--- src/rtl/cache_refill_ctrl_if.sv ---
// Bus bundle for cache_refill_ctrl: core data port, main-memory port and
// cache refill port. The controller connects through the master modport.
interface cache_refill_ctrl_if #(
    parameter int unsigned MEM_WIDTH = 32,
    parameter int unsigned ADDR      = 10,
    parameter int unsigned WORDS     = 4
);
    // Core side
    logic                       memRd;
    logic                       memWr;
    logic [ADDR-1:0]            addr;
    logic [MEM_WIDTH-1:0]       w_data;
    logic                       hit;
    logic                       stall;
    // Main-memory side
    logic                       mem_rd;
    logic                       mem_wr;
    logic [ADDR-1:0]            mem_addr;
    logic [MEM_WIDTH-1:0]       mem_wdata;
    logic [MEM_WIDTH-1:0]       mem_rdata;
    // Cache array refill side
    logic                       refill_we;
    logic [ADDR-1:0]            refill_addr;
    logic [MEM_WIDTH*WORDS-1:0] refill_line;
    logic                       fwd_valid;
    logic [MEM_WIDTH-1:0]       fwd_data;

    modport master (
        input  memRd, memWr, addr, w_data, hit, mem_rdata,
        output stall, mem_rd, mem_wr, mem_addr, mem_wdata,
        output refill_we, refill_addr, refill_line, fwd_valid, fwd_data
    );

    modport slave (
        output memRd, memWr, addr, w_data, hit, mem_rdata,
        input  stall, mem_rd, mem_wr, mem_addr, mem_wdata,
        input  refill_we, refill_addr, refill_line, fwd_valid, fwd_data
    );
endinterface

--- src/rtl/cache_refill_ctrl.sv ---
// Read-miss refill and write-through store controller.
// A read miss stalls the core, fetches the block one word per cycle, assembles
// the line and writes it into the cache array in a single FILL cycle. Stores
// are forwarded to main memory (write-through, no write-allocate).
// Optional feature macro: CACHE_CRIT_WORD_FIRST_EN (critical word first fetch
// order plus a one-cycle forward of the critical word).
module cache_refill_ctrl #(
    parameter int unsigned MEM_WIDTH = 32,
    parameter int unsigned ADDR      = 10,
    parameter int unsigned WORDS     = 4
) (
    input  logic                 clk,
    input  logic                 rst,
    cache_refill_ctrl_if.master  bus
);
    localparam int unsigned OFFW  = $clog2(WORDS);
    localparam int unsigned BLKW  = OFFW + 2;
    localparam int unsigned LINEW = MEM_WIDTH * WORDS;

    localparam logic [2:0] IDLE  = 3'd0;
    localparam logic [2:0] WRITE = 3'd1;
    localparam logic [2:0] FETCH = 3'd2;
    localparam logic [2:0] LAST  = 3'd3;
    localparam logic [2:0] FILL  = 3'd4;

    logic [2:0]           state_q, state_d;
    logic [ADDR-1:0]      base_q, base_d;
    logic [ADDR-1:0]      wr_addr_q, wr_addr_d;
    logic [MEM_WIDTH-1:0] wr_data_q, wr_data_d;
    logic [OFFW-1:0]      start_q, start_d;
    logic [OFFW-1:0]      cnt_q, cnt_d;
    logic [OFFW-1:0]      prev_idx_q, prev_idx_d;
    logic [LINEW-1:0]     line_q, line_d;
    logic [OFFW-1:0]      cur_idx;
    logic                 capture;

    // Byte-within-word bits never matter to this block.
    logic unused_addr_bits;
    assign unused_addr_bits = ^bus.addr[1:0];

    // Word issued this cycle; width of OFFW gives the modulo-WORDS wrap.
    assign cur_idx = start_q + cnt_q;

    // Read data arrives one cycle after its strobe, so capture lags issue.
    assign capture = ((state_q == FETCH) && (cnt_q != '0)) || (state_q == LAST);

    // Next-state, request latching and line assembly.
    always_comb begin
        state_d    = state_q;
        base_d     = base_q;
        wr_addr_d  = wr_addr_q;
        wr_data_d  = wr_data_q;
        start_d    = start_q;
        cnt_d      = cnt_q;
        prev_idx_d = prev_idx_q;
        line_d     = line_q;
        case (state_q)
            IDLE: begin
                // A store takes priority over a simultaneous load.
                if (bus.memWr) begin
                    state_d   = WRITE;
                    wr_addr_d = {bus.addr[ADDR-1:2], 2'b00};
                    wr_data_d = bus.w_data;
                end else if (bus.memRd && !bus.hit) begin
                    state_d = FETCH;
                    base_d  = {bus.addr[ADDR-1:BLKW], {BLKW{1'b0}}};
                    cnt_d   = '0;
                    line_d  = '0;
`ifdef CACHE_CRIT_WORD_FIRST_EN
                    start_d = bus.addr[BLKW-1:2];
`else
                    start_d = '0;
`endif
                end
            end
            WRITE: state_d = IDLE;
            FETCH: begin
                cnt_d      = cnt_q + 1'b1;
                prev_idx_d = cur_idx;
                if (cnt_q == OFFW'(WORDS - 1)) begin
                    state_d = LAST;
                end
            end
            LAST:    state_d = FILL;
            FILL:    state_d = IDLE;
            default: state_d = IDLE;
        endcase
        if (capture) begin
            for (int k = 0; k < WORDS; k++) begin
                if (prev_idx_q == OFFW'(k)) begin
                    line_d[k*MEM_WIDTH +: MEM_WIDTH] = bus.mem_rdata;
                end
            end
        end
    end

    // State registers; reset aborts any refill in progress.
    always_ff @(posedge clk or posedge rst) begin
        if (rst) begin
            state_q    <= IDLE;
            base_q     <= '0;
            wr_addr_q  <= '0;
            wr_data_q  <= '0;
            start_q    <= '0;
            cnt_q      <= '0;
            prev_idx_q <= '0;
            line_q     <= '0;
        end else begin
            state_q    <= state_d;
            base_q     <= base_d;
            wr_addr_q  <= wr_addr_d;
            wr_data_q  <= wr_data_d;
            start_q    <= start_d;
            cnt_q      <= cnt_d;
            prev_idx_q <= prev_idx_d;
            line_q     <= line_d;
        end
    end

    // Output decode; memory strobes depend only on registered state.
    always_comb begin
        bus.stall       = 1'b0;
        bus.mem_rd      = 1'b0;
        bus.mem_wr      = 1'b0;
        bus.mem_addr    = '0;
        bus.mem_wdata   = '0;
        bus.refill_we   = 1'b0;
        bus.refill_addr = '0;
        bus.refill_line = '0;
        case (state_q)
            IDLE: begin
                // Gated by rst so every output reads 0 while reset is held.
                bus.stall = !rst && (bus.memWr || (bus.memRd && !bus.hit));
            end
            WRITE: begin
                bus.mem_wr    = 1'b1;
                bus.mem_addr  = wr_addr_q;
                bus.mem_wdata = wr_data_q;
            end
            FETCH: begin
                bus.stall    = 1'b1;
                bus.mem_rd   = 1'b1;
                bus.mem_addr = base_q | ADDR'({cur_idx, 2'b00});
            end
            LAST: bus.stall = 1'b1;
            FILL: begin
                bus.stall       = 1'b1;
                bus.refill_we   = 1'b1;
                bus.refill_addr = base_q;
                bus.refill_line = line_q;
            end
            default: bus.stall = 1'b0;
        endcase
    end

    // Critical-word forward: the first word issued is captured in FETCH cnt 1.
    always_comb begin
`ifdef CACHE_CRIT_WORD_FIRST_EN
        bus.fwd_valid = (state_q == FETCH) && (cnt_q == OFFW'(1));
        bus.fwd_data  = bus.fwd_valid ? bus.mem_rdata : '0;
`else
        bus.fwd_valid = 1'b0;
        bus.fwd_data  = '0;
`endif
    end
endmodule

--- src/flat_wrapper.sv ---
// flat-port wrapper written by rule: the top's interface ports become plain ports
module cache_refill_ctrl_flat 
#(
    parameter int unsigned MEM_WIDTH = 32,
    parameter int unsigned ADDR      = 10,
    parameter int unsigned WORDS     = 4
)
  (clk, rst, bus_memRd, bus_memWr, bus_addr, bus_w_data, bus_hit, bus_mem_rdata, bus_stall, bus_mem_rd, bus_mem_wr, bus_mem_addr, bus_mem_wdata, bus_refill_we, bus_refill_addr, bus_refill_line, bus_fwd_valid, bus_fwd_data);
  cache_refill_ctrl_if #(.MEM_WIDTH(MEM_WIDTH), .ADDR(ADDR), .WORDS(WORDS)) bus_i ();
  input  logic clk;
  input  logic rst;
  input wire logic [$bits(bus_i.memRd)-1:0] bus_memRd;
  input wire logic [$bits(bus_i.memWr)-1:0] bus_memWr;
  input wire logic [$bits(bus_i.addr)-1:0] bus_addr;
  input wire logic [$bits(bus_i.w_data)-1:0] bus_w_data;
  input wire logic [$bits(bus_i.hit)-1:0] bus_hit;
  input wire logic [$bits(bus_i.mem_rdata)-1:0] bus_mem_rdata;
  output wire logic [$bits(bus_i.stall)-1:0] bus_stall;
  output wire logic [$bits(bus_i.mem_rd)-1:0] bus_mem_rd;
  output wire logic [$bits(bus_i.mem_wr)-1:0] bus_mem_wr;
  output wire logic [$bits(bus_i.mem_addr)-1:0] bus_mem_addr;
  output wire logic [$bits(bus_i.mem_wdata)-1:0] bus_mem_wdata;
  output wire logic [$bits(bus_i.refill_we)-1:0] bus_refill_we;
  output wire logic [$bits(bus_i.refill_addr)-1:0] bus_refill_addr;
  output wire logic [$bits(bus_i.refill_line)-1:0] bus_refill_line;
  output wire logic [$bits(bus_i.fwd_valid)-1:0] bus_fwd_valid;
  output wire logic [$bits(bus_i.fwd_data)-1:0] bus_fwd_data;
  assign bus_i.memRd = bus_memRd;
  assign bus_i.memWr = bus_memWr;
  assign bus_i.addr = bus_addr;
  assign bus_i.w_data = bus_w_data;
  assign bus_i.hit = bus_hit;
  assign bus_i.mem_rdata = bus_mem_rdata;
  assign bus_stall = bus_i.stall;
  assign bus_mem_rd = bus_i.mem_rd;
  assign bus_mem_wr = bus_i.mem_wr;
  assign bus_mem_addr = bus_i.mem_addr;
  assign bus_mem_wdata = bus_i.mem_wdata;
  assign bus_refill_we = bus_i.refill_we;
  assign bus_refill_addr = bus_i.refill_addr;
  assign bus_refill_line = bus_i.refill_line;
  assign bus_fwd_valid = bus_i.fwd_valid;
  assign bus_fwd_data = bus_i.fwd_data;
  cache_refill_ctrl #(.MEM_WIDTH(MEM_WIDTH), .ADDR(ADDR), .WORDS(WORDS)) u_core (.clk(clk), .rst(rst), .bus(bus_i));
endmodule
--- config.mk ---
export PLATFORM = sky130hd
export DESIGN_NAME = cache_refill_ctrl_flat
export DESIGN_NICKNAME = d
export VERILOG_FILES = /design/src/rtl/cache_refill_ctrl_if.sv /design/src/rtl/cache_refill_ctrl.sv /design/src/flat_wrapper.sv
export SDC_FILE = /design/constraint.sdc
export NUM_CORES = 1
export LEC_CHECK = 0
export BUFFER_PORTS_ARGS = -buffer_cell sky130_fd_sc_hd__buf_2
export CORE_ASPECT_RATIO = 1.4
export CORE_MARGIN = 5
export CORE_UTILIZATION = 25
export DETAILED_ROUTE_END_ITERATION = 8
export PLACE_DENSITY_LB_ADDON = 0.12
export SYNTH_ARGS = -nofsm -noshare
export SYNTH_HDL_FRONTEND = slang
export SYNTH_SLANG_ARGS = --single-unit
--- constraint.sdc ---
create_clock -name clk -period 7.9 [get_ports clk]
set_input_delay 0.79 -clock clk [delete_from_list [all_inputs] [get_ports clk]]
set_output_delay 0.79 -clock clk [all_outputs]
set_load 0.005 [all_outputs]
# [Yosys cells after proc, flatten, opt, wreduce, memory -nomap -nowiden]
# Index checks and enable logic that the tools add are counted.
[totals] regBits=181 latchBits=0 mem_bits_rw=0 romBits=0 out_inout_bits=217 memories=0
[classes] add_sub_neg=1 n_mul=0 div=0 n_lt_le_gt_ge=0 eq_ne=12 n_shift=0 muxes=23 n_bitwise=2 reduce_logical=16
[op_table] cell="2-to-1 mux 128 bit" n=5
[op_table] cell="2-to-1 mux 32 bit" n=5
[op_table] cell="case mux 10 bit (2 select lines)" n=1
[op_table] cell="2-to-1 mux 10 bit" n=1
[op_table] cell="bitwise OR 10 x 4 -> 10 bit" n=1
[op_table] cell="2-to-1 mux 3 bit" n=3
[op_table] cell="case mux 3 bit (3 select lines)" n=1
[op_table] cell="equality test 2 bit, second input constant" n=3
[op_table] cell="equality test 3 x 2 -> 1 bit, second input constant" n=2
[op_table] cell="AND reduction 3 bit" n=2
[op_table] cell="2-to-1 mux 2 bit" n=2
[op_table] cell="!= test 2 bit, second input constant" n=2
[op_table] cell="case mux 2 bit (2 select lines)" n=1
[op_table] cell="AND reduction 2 bit" n=2
[op_table] cell="nonzero test 2 bit" n=2
[op_table] cell="equality test 3 x 1 -> 1 bit, second input constant" n=1
[op_table] cell="equality test 3 bit, second input constant" n=1
[op_table] cell="logical AND 1 bit" n=3
[op_table] cell="zero test 3 bit" n=1
[op_table] cell="2-to-1 mux 1 bit" n=3
[op_table] cell="!= test 3 x 2 -> 1 bit, second input constant" n=1
[op_table] cell="OR reduction 3 bit" n=1
[op_table] cell="adder 2 x 1 -> 2 bit, second input constant" n=1
[op_table] cell="equality test 2 x 1 -> 1 bit, second input constant" n=1
[op_table] cell="6 further kinds" n=8

# [Depth between registers and ports, before layout]
[logic_depth] word_depth=7 mapped_depth=7

# [Worst setup path before layout]
# No wires, ideal clock.
[synth_path] kind="flip-flop to output port" from="register u_core.state_q[1]" to="output port bus_refill_line[100]" t_arrival_ps=1416 required_time_ps=7110 path_slack_ps=5694 stages_incl_launch_ff=5 n_path_buf=2 cell_sequence="dfrtp_1 -> nor3b_2 -> clkbuf_1 -> clkbuf_1 -> and2_1"
[synth_between] elab_chain_len=2
[synth_rtl] element="start: declaration" line="cache_refill_ctrl.sv:26" source="logic [2:0] state_q, state_d;"
[synth_rtl] element="start signal: assignment" line="cache_refill_ctrl.sv:109" source="state_q <= state_d;"
[synth_rtl] element="equality test 3 bit" line="cache_refill_ctrl.sv:130" source="case (state_q)"
[synth_rtl] element="2-to-1 mux 128 bit" line="cache_refill_ctrl.sv:130"
[synth_rtl] element="end: declaration" line="flat_wrapper.sv:25" source="output wire logic [$bits(bus_i.refill_line)-1:0] bus_refill_line;"
# Every way passes these cells.

# [Final worst setup path]
[layout_path] from="register u_core.state_q[1]" to="output port bus_refill_line[45]"
# Same word-level chain as after synthesis.

==> impl_metrics.json <==
{
  "status": "completed",
  "wl_met3_mm": 1.90,
  "cell_internal_pwr_mw": 2.28,
  "synth_top_area_cell": "dfrtp_1",
  "worstMarginPinSlew_ps": 1130,
  "critPathCaptureType": "primary output",
  "cp-start-kind": "register",
  "setup_viol": 0,
  "antenna_found_initial": 0,
  "cts_root_buf": "clkbuf_16",
  "setup_tns_ps": 0,
  "comb_power_share_pct": 30.0,
  "cts_made_buffers": 17,
  "synth.top_cell.area_share_pct": 56.0,
  "synth_area_leaders": "dfrtp_1 (56%), a22o_1 (15%), and2_1 (13%)",
  "r2r-start": "u_core.cnt_q[0]$_DFFE_PP0P_",
  "post-route-cell-area_mm2": 0.0102,
  "cts_hold_buf": 0,
  "grt_max_degree": 71,
  "pwr-share-clk_pct": 24.1,
  "grt_overflow": 0,
  "synth_enable_flop_cells": 0,
  "ant_nets": 0,
  "p_leak_nw": 5.38,
  "dp_hpwl_mm": 16.5,
  "top_layer": "met4",
  "drt_iter0_drc": 262,
  "rrSetupSlack_ps": 5510,
  "grt_pass1_vias": 6287,
  "syn_area_mm2": 0.00810,
  "start_util_pct": 25.1,
  "drive_gt1_share_pct": 39.9,
  "cp_data_arrival_time_ps": 2120,
  "synth_seq_cells": 181,
  "ios": 296,
  "wirelength_mm": 26.1,
  "path_class": "reg2out",
  "critPathRequiredTime_ps": 7110,
  "final_common_cell": "buf_2",
  "yosys_warnings": 0,
  "netlist_instances": 656,
  "final_core_util_pct": 31.6,
  "place_congestion": 0.705,
  "numPortBuffers": 254,
  "fin_worst_skew_ps": 17.0,
  "dieArea_mm2": 0.0361,
  "timing.rr.end": "u_core.line_q[37]$_DFF_PP0_",
  "vias": 5932,
  "crit_fanout": 68,
  "final_cell_mix": "buf_2 (254), dfrtp_1 (181), and2_1 (166), a22o_1 (136), mux2_2 (48)",
  "htreeDepth": 4,
  "fin_crit_ps": 2910,
  "clk_pin_slew_ps": 70,
  "routedWlPerCell_um": 20.0,
  "met1Wirelength_mm": 10.9,
  "fp-row-count": 78,
  "dr.pass1.iters": 4,
  "track_usage_pct": 14.5,
  "avgSynthCellArea_um2": 12.3,
  "n_antenna_cell": 0,
  "finalCritPeriodShare_pct": 36.8,
  "fp.dieW_um": 162,
  "max_clock_freq_mhz": 344,
  "p_switching_mw": 1.12,
  "num-nets-final": 972,
  "slew-limit-headroom_pct": 24.4,
  "slew_violations": 0,
  "cts_tree": "done",
  "vias_per_cell": 4.55,
  "seq_power_share_pct": 45.9,
  "placed_cell_area_mm2": 0.00963,
  "multiInputGateArea_mm2": 0.00322,
  "p_sw_share_pct": 32.9,
  "finalHoldViolCount": 0,
  "peakVddDrop_v": 0.000131,
  "post_cts_resized": 0,
  "post_cts_buffers": 0,
  "power_density_mw_per_mm2": 334,
  "synthDistinctLibCells": 27,
  "die_h_um": 223,
  "synth-main-ff-cell": "dfrtp_1",
  "drc": 0,
  "synthArstFlopShare_pct": 100,
  "seq_area_frac_synth_pct": 56.0,
  "grt_pass1_wl_mm": 40.0,
  "register_area_mm2": 0.00453,
  "hp-class": "in2async",
  "core_mm2": 0.0322,
  "fillers": 3347,
  "drv_cap": 0,
  "dr_wl_met2_mm": 12.7,
  "reg2reg_depth": 6,
  "clk_latency_ps": 450,
  "rsz0062_at_grt": "false",
  "area_growth_pct": 25.7,
  "clockBufferDepth": 2,
  "cts_sinks": 181
}
-- how the worst max path moves through the flow --
stage                                  start  cells after the start                            to  slack [ps]
6_report       u_core.state_q[1]$_DFFE_PP0P_                      4           bus_refill_line[45]        4990
5_1_grt        u_core.state_q[1]$_DFFE_PP0P_                      4          bus_refill_line[109]        4810
4_1_cts        u_core.state_q[1]$_DFFE_PP0P_                      4          bus_refill_line[109]        4920
3_5_place_dp                         bus_hit                      6   u_core.line_q[45]$_DFF_PP0_        5310
3_3_place_gp                         bus_hit                      6    u_core.line_q[6]$_DFF_PP0_        5340
2_1_floorplan                            rst                      1  u_core.base_q[4]$_DFFE_PP0P_        2190
-- power groups by stage --
| stage | clock network (mW) | logic (mW) | registers [mW] |
|---|---|---|---|
| finish | 0.820 | 1.02 | 1.56 |
| global route | 0.893 | 1.13 | 1.61 |
| CTS | 0.859 | 1.05 | 1.56 |
| detailed placement | 0 | 1.04 | 1.57 |
| global placement | 0 | 1.03 | 1.57 |
| floorplan | 0 | 0.737 | 1.50 |
-- cells by family (layout without fill, tap and decap cells) --
logic type               Yosys count  count (layout)  share of synthesized area (%)
AND/OR/NAND/NOR                  189             189                           15.2
flip-flops                       181             181                           56.0
AO/OA/AOI/OAI                    141             141                           15.1
buffers and inverters             93             303                           6.62
multiplexers                      49              49                           6.80
adder cells (fa/ha/maj)            2               2                          0.309
other                              1              39                         0.0463
-- layout make-up --
class | count | area share, %
inverter | 5 | 0.234
sequential | 181 | 44.5
clock inverter | 15 | 1.18
clock buffer | 17 | 4.18
tap | 400 | 4.92
multi-input combinational | 420 | 31.6
timing repair buffer | 266 | 13.4
-- routing by layer --
layer	global-route usage, %	up-vias
li1	-	2704
met1	17.8	2993
met2	23.7	210
met3	4.82	25
met4	4.94	0
met5	0	-
-- synthesized netlist by cell type, types with 2 or more instances --
master,instances
nand2_1,3
nor2_1,5
clkbuf_1,19
nor2_2,2
ha_1,2
buf_2,29
nor4b_4,2
nor3_1,2
dfrtp_1,181
nand2b_1,2
o21ai_0,3
buf_4,40
mux2_2,48
a22o_1,136
inv_1,5
and2_1,166
-- sequential cells by signal, summed over array words and instances (netlist names) --
| name | flops |
|---|---|
| u_core.wr_addr_q | 8 |
| u_core.base_q | 6 |
| u_core.cnt_q | 2 |
| u_core.line_q | 128 |
| u_core.wr_data_q | 32 |
| u_core.prev_idx_q | 2 |
| u_core.state_q | 3 |
-- critical path, stage by stage (launching register included) --
cell	delay (ps)
dfrtp_1	460
nor3b_4	230
buf_4	500
and2_1	270
buf_2	130
-- per-stage QoR --
step	power, mW	hold slack [ps]	worst slack [ps]	cells
after floorplan	2.24	458	2190	694
after global placement	2.59	475	5340	1272
after detailed placement	2.61	474	5310	1272
after CTS	3.46	370	4920	1304
after global routing	3.64	392	4810	1304
final	3.40	387	4990	1304
No activity file was read; power rests on OpenSTA's default activity.
